[src/rtl/ws_pkg.sv]
// ws_pkg: shared FSM state type and sizing helpers for the weight-stationary array sequencer
package ws_pkg;
  typedef enum logic [1:0] {IDLE, LOAD, RUN, DONE} state_t;
  function automatic int cnt_w(int vec_w, int rows, int cols);
    return vec_w + 1 + $clog2(rows + cols);
  endfunction
  function automatic int run_len(int nv, int rows, int cols);
    return nv + rows + cols - 1;
  endfunction
endpackage

[src/rtl/ws_window_mask.sv]
// ws_window_mask: bit i is set while t-(base+i*OFFSET_STEP) lies in [0,nv)
module ws_window_mask #(
  parameter int N = 4,
  parameter int OFFSET_STEP = 1,
  parameter int CNT_W = 12
) (
  input  logic [CNT_W-1:0] t,
  input  logic [CNT_W-1:0] base,
  input  logic [CNT_W-1:0] nv,
  output logic [N-1:0]     mask
);
  for (genvar i = 0; i < N; i++) begin : g_bit
    logic [CNT_W-1:0] off;
    assign off = base + CNT_W'(i * OFFSET_STEP);
    assign mask[i] = (t >= off) && (t - off < nv);
  end
endmodule

[src/rtl/ws_array_ctrl.sv]
// ws_array_ctrl: sequences weight preload, skewed activation streaming and output flagging for one tile pass
module ws_array_ctrl
  import ws_pkg::*;
#(
  parameter int ROWS = 4,
  parameter int COLS = 4,
  parameter int VEC_W = 8
) (
  input  logic                    clk,
  input  logic                    rst,
  input  logic                    start,
  input  logic [VEC_W-1:0]        num_vecs,
  output logic                    busy,
  output logic                    done,
  output logic                    load_weight,
  output logic                    w_rd_en,
  output logic [$clog2(ROWS)-1:0] w_row_idx,
  output logic                    act_rd_en,
  output logic [VEC_W-1:0]        act_idx,
  output logic [ROWS-1:0]         act_row_en,
  output logic [COLS-1:0]         out_col_vld,
  output logic [VEC_W-1:0]        out_idx
);
  localparam int CNT_W = cnt_w(VEC_W, ROWS, COLS);
  localparam int RW = $clog2(ROWS);
  state_t state, state_n;
  logic [RW-1:0] lc, lc_n;
  logic [CNT_W-1:0] t, t_n, nv_w, last;
  logic [VEC_W-1:0] nv_q, nv_n;
  logic [ROWS-1:0] row_m;
  logic [COLS-1:0] col_m;
  logic run_n, act_n;
  assign last = CNT_W'(run_len(int'(nv_q), ROWS, COLS) - 1);
  assign nv_n = (state == IDLE && start) ? num_vecs : nv_q;
  assign nv_w = CNT_W'(nv_n);
  always_ff @(posedge clk or negedge rst)
    if (!rst) begin
      state <= IDLE;
      lc    <= '0;
      t     <= '0;
      nv_q  <= '0;
    end else begin
      state <= state_n;
      lc    <= lc_n;
      t     <= t_n;
      nv_q  <= nv_n;
    end
  always_comb begin
    state_n = state;
    case (state)
      IDLE:    state_n = start ? LOAD : IDLE;
      LOAD:    state_n = (lc == RW'(ROWS - 1)) ? (nv_q == '0 ? DONE : RUN) : LOAD;
      RUN:     state_n = (t == last) ? DONE : RUN;
      default: state_n = IDLE;
    endcase
  end
  assign lc_n  = (state == LOAD && state_n == LOAD) ? lc + 1'b1 : '0;
  assign t_n   = (state == RUN && state_n == RUN) ? t + 1'b1 : '0;
  assign run_n = state_n == RUN;
  assign act_n = run_n && (t_n < nv_w);
  // Outputs are decoded from next state/count so they line up with the registered state.
  ws_window_mask #(.N(ROWS), .OFFSET_STEP(1), .CNT_W(CNT_W)) u_row_mask (
    .t(t_n), .base(CNT_W'(0)), .nv(nv_w), .mask(row_m)
  );
  ws_window_mask #(.N(COLS), .OFFSET_STEP(1), .CNT_W(CNT_W)) u_col_mask (
    .t(t_n), .base(CNT_W'(ROWS)), .nv(nv_w), .mask(col_m)
  );
  always_ff @(posedge clk or negedge rst)
    if (!rst) begin
      busy        <= 1'b0;
      done        <= 1'b0;
      load_weight <= 1'b0;
      w_rd_en     <= 1'b0;
      w_row_idx   <= '0;
      act_rd_en   <= 1'b0;
      act_idx     <= '0;
      act_row_en  <= '0;
      out_col_vld <= '0;
      out_idx     <= '0;
    end else begin
      busy        <= state_n != IDLE;
      done        <= state_n == DONE;
      load_weight <= state_n == LOAD;
      w_rd_en     <= state_n == LOAD;
      w_row_idx   <= (state_n == LOAD) ? RW'(ROWS - 1) - lc_n : '0;
      act_rd_en   <= act_n;
      act_idx     <= act_n ? t_n[VEC_W-1:0] : '0;
      act_row_en  <= run_n ? row_m : '0;
      out_col_vld <= run_n ? col_m : '0;
      out_idx     <= (run_n && col_m[0]) ? VEC_W'(t_n - CNT_W'(ROWS)) : '0;
    end
endmodule

[config.mk]
export PLATFORM = sky130hd
export DESIGN_NAME = ws_array_ctrl
export DESIGN_NICKNAME = d
export VERILOG_FILES = /design/src/rtl/ws_pkg.sv /design/src/rtl/ws_window_mask.sv /design/src/rtl/ws_array_ctrl.sv
export SDC_FILE = /design/constraint.sdc
export NUM_CORES = 1
export LEC_CHECK = 0
export ABC_AREA = 1
export BUFFER_PORTS_ARGS = -buffer_cell sky130_fd_sc_hd__buf_2
export CELL_PAD_IN_SITES_DETAIL_PLACEMENT = 0
export CELL_PAD_IN_SITES_GLOBAL_PLACEMENT = 1
export CORE_AREA = 2 2 163 165
export CTS_CLUSTER_DIAMETER = 50
export DETAILED_ROUTE_END_ITERATION = 10
export DIE_AREA = 0 0 165 167
export GPL_TIMING_DRIVEN = 0
export PLACE_DENSITY_LB_ADDON = 0.1
export SLEW_MARGIN = 40
export SYNTH_ARGS = -nofsm -noshare
export SYNTH_HDL_FRONTEND = slang
export SYNTH_HIERARCHICAL = 1
export SYNTH_SLANG_ARGS = --single-unit
[constraint.sdc]
create_clock -name clk -period 5.52 [get_ports clk]
set_clock_uncertainty 0.2 [all_clocks]
set_input_delay 0.552 -clock clk [delete_from_list [all_inputs] [get_ports clk]]
set_output_delay 0.552 -clock clk [all_outputs]
set_load 0.01 [all_outputs]
==> reports/results.txt <==
Per-cell routed wire length: 15.0 um
RSZ-0062 raised after global routing: true
Global route overflow: 0
Critical path class: register to register
DR vias: 11800
CTS tree: built
Initial antenna violation count: 0
First-pass GRT wire length: 57500 um
Max cap viols: 0
R2R depth: 38
Yosys warns: 6
CTS H-tree lvls: 2
Ports: 42
Fill cells: 2746
Register area share after synthesis: 0.116
Clk_lat worst skew: 0.29 ns
Hpwl dp: 29500 um
Final min period: 5.20 ns
WP data required: 5.53 ns
CTS Buf Count: 5
Core area: 0.0258 mm2
Crit path launch type: register
# diodes: 0
Final Hold Fails: 0
DRC errors left: 0
Worst Hold Class: primary input to asynchronous set/reset pin
Post-synthesis to final-layout area growth: 13.9%
Slew headroom: 0.547
Initial Util: 0.453
Crit-path slowest cell: fa_2
DIE WIDTH: 165 um
Post-layout nets: 2313
Worst-Margin Slew: 0.680 ns
Async SR Flop Fraction: 1.00
Unique cell type count in the Yosys netlist: 34
Vias/cell: 4.88
Vias in the first global route: 11000
Die height: 167 um
Yosys reg bits: 54
Commonest non-fill, non-tap cell in the layout: nand2_1
Clock Path Buffers: 2
Crit. End Element: register
Syn Inst Count: 1924
Layout cell share with drive strength beyond 1: 0.0980
Setup violators final: 0
Placed inst area: 0.0127 mm2
Most frequent cells in the layout: 596 x nand2_1, 325 x inv_1, 197 x ha_1
Max Slew Vio Count: 0
Syn Area/Cell: 6.06 um2
Critical path data arrival time: 5.21 ns
Seq pwr share: 0.281
# rows: 59
Combinational cell fraction of total power: 0.459
CP max stage delay: 0.45 ns
Num Clock Sinks: 54
Status: finished, final reports clean
Power, Total: 1.41 mW
Worst R2R End: out_col_vld[2]
GR Util All Layers: 0.269
Post-synth EDFFs: 0
R2R Setup Slk: 0.32 ns
Die area: 0.0276 mm2
Pwr dens: 106 mW/mm2
Largest net degree at the start of global routing: 55
Internal Power: 0.847 mW
Crit share post-route: 0.942
CP most frequent cell: nand2_1
R2R Path Start: nv_q[0]
Multi-input combinational cell area: 0.00941 mm2
CTS root buf: clkbuf_16
Prevailing post-synth register cell: dfrtp_1
Post-route ant nets: 0
Drt initial violations: 701
Mapped cell area: 0.0117 mm2
Switch share: 0.399
Clock power frac: 0.260
I/O Buffers: 41
Maximum VDD drop: 111 uV
Final Instance Area: 0.0133 mm2
FF/Latch Area: 0.00135 mm2
Final Wtd Congestion: 0.895
Switching power: 0.562 mW
Static leakage: 7.68 nW
Clock-pin slew on the worst setup and hold paths: 0.07 ns
Max Fclk: 0.192 GHz
Final hold slack: 0.0731 ns
Final WL: 36500 um
Worst-path maximum fanout: 9
Pre-antenna DRT Iters: 7
==> cells by family (layout without fill, tap and decap cells) <==
logic type	Yosys count	count (layout)	share of synthesized area
compound gates	148	148	0.0659
fa+ha+maj	211	211	0.232
xor+xnor	119	119	0.0894
flops	54	54	0.116
other cells	2	90	0.000644
buf+inv	363	443	0.119
simple gates	1027	1027	0.377
==> per-layer routing <==
metal,routed length (um),share of wire,vias up,track usage
met4,1060,0.029,0,0.0620
met2,16300,0.45,238,0.445
met3,1560,0.043,49,0.0207
met5,0,0,-,0
met1,17500,0.48,5291,0.379
li1,-,-,6268,-
==> cell type report <==
type	instances	share of cell area
multi-input cells	1595	0.708
inverters	355	0.102
flip-flops and latches	54	0.102
repair buffers	71	0.0386
well taps	335	0.0315
clock buffers	5	0.00942
plain buffers	8	0.00424
clock inverters	3	0.00358
repair inverters	1	0.000565
==> state kept, by name, indices dropped and copies added (netlist names) <==
name and cells:
act_idx 8, act_rd_en 1, act_row_en 4, busy 1, done 1, lc 2
load_weight 1, nv_q 8, out_col_vld 4, out_idx 8, state 2, t 12
w_row_idx 2
==> synthesized netlist by cell type (8+ instances only) <==
library cell  instances  area [um2]
nand2_2              14        87.6
xnor2_1              35         307
inv_2                23        86.3
nand4_1              41         257
a21oi_1             102         510
dfrtp_1              54        1350
ha_1                203        2540
nand3_1             128         641
o21ai_0              32         160
inv_1               330        1240
nor2_2               19         119
xor2_1               84         736
nor2_1              188         706
nand2_1             599        2250
nor3_1               13        65.1
o21bai_1              8        60.1
fa_1                  8         160
==> what timing repair did <==
item,in CTS,in global routing
resized for setup,3,43
setup endpoints to repair,16,16
buffers inserted,6,20
pin swaps,1,7
gates cloned,0,1
hold buffers,0,0
==> worst max-delay path by stage <==
stage / endpoint / startpoint / cells past startpoint
after floorplan: act_row_en[3] / nv_q[1] / 37
after global placement: out_col_vld[2] / nv_q[0] / 36
after detailed placement: out_col_vld[2] / nv_q[0] / 36
after CTS: out_col_vld[2] / nv_q[0] / 36
after global routing: out_col_vld[2] / nv_q[0] / 38
final: out_col_vld[2] / nv_q[0] / 38
==> power groups by stage <==
stage | Sequential, mW | Combinational, mW | Clock, mW
2_1_floorplan | 0.404 | 0.480 | 0
3_5_place_dp | 0.404 | 0.595 | 0
6_report | 0.396 | 0.647 | 0.367
3_3_place_gp | 0.404 | 0.588 | 0
4_1_cts | 0.396 | 0.599 | 0.368
5_1_grt | 0.396 | 0.744 | 0.389
==> worst max-delay path, delay by kind of cell, from the launching register on <==
family,cells,cell delay (ns)
buffers and inverters,9,0.82
XOR/XNOR,1,0.18
flip-flops,1,0.44
AND/OR/NAND/NOR,22,2.30
adder cells (fa/ha/maj),3,0.92
AO/OA/AOI/OAI,3,0.22
==> metrics by stage <==
stage                     worst slack (ns)  utilization  cells  TNS (ns)
final                                0.320        0.516   2427         0
after global routing               -0.0553        0.516   2427    -0.143
after CTS                           -0.115        0.503   2406    -0.115
after detailed placement            -0.443        0.494   2392     -2.83
after global placement              -0.807        0.490   2388    -10.56
after floorplan                      0.734            -   2012         0
(Power assumes the default switching activity.)
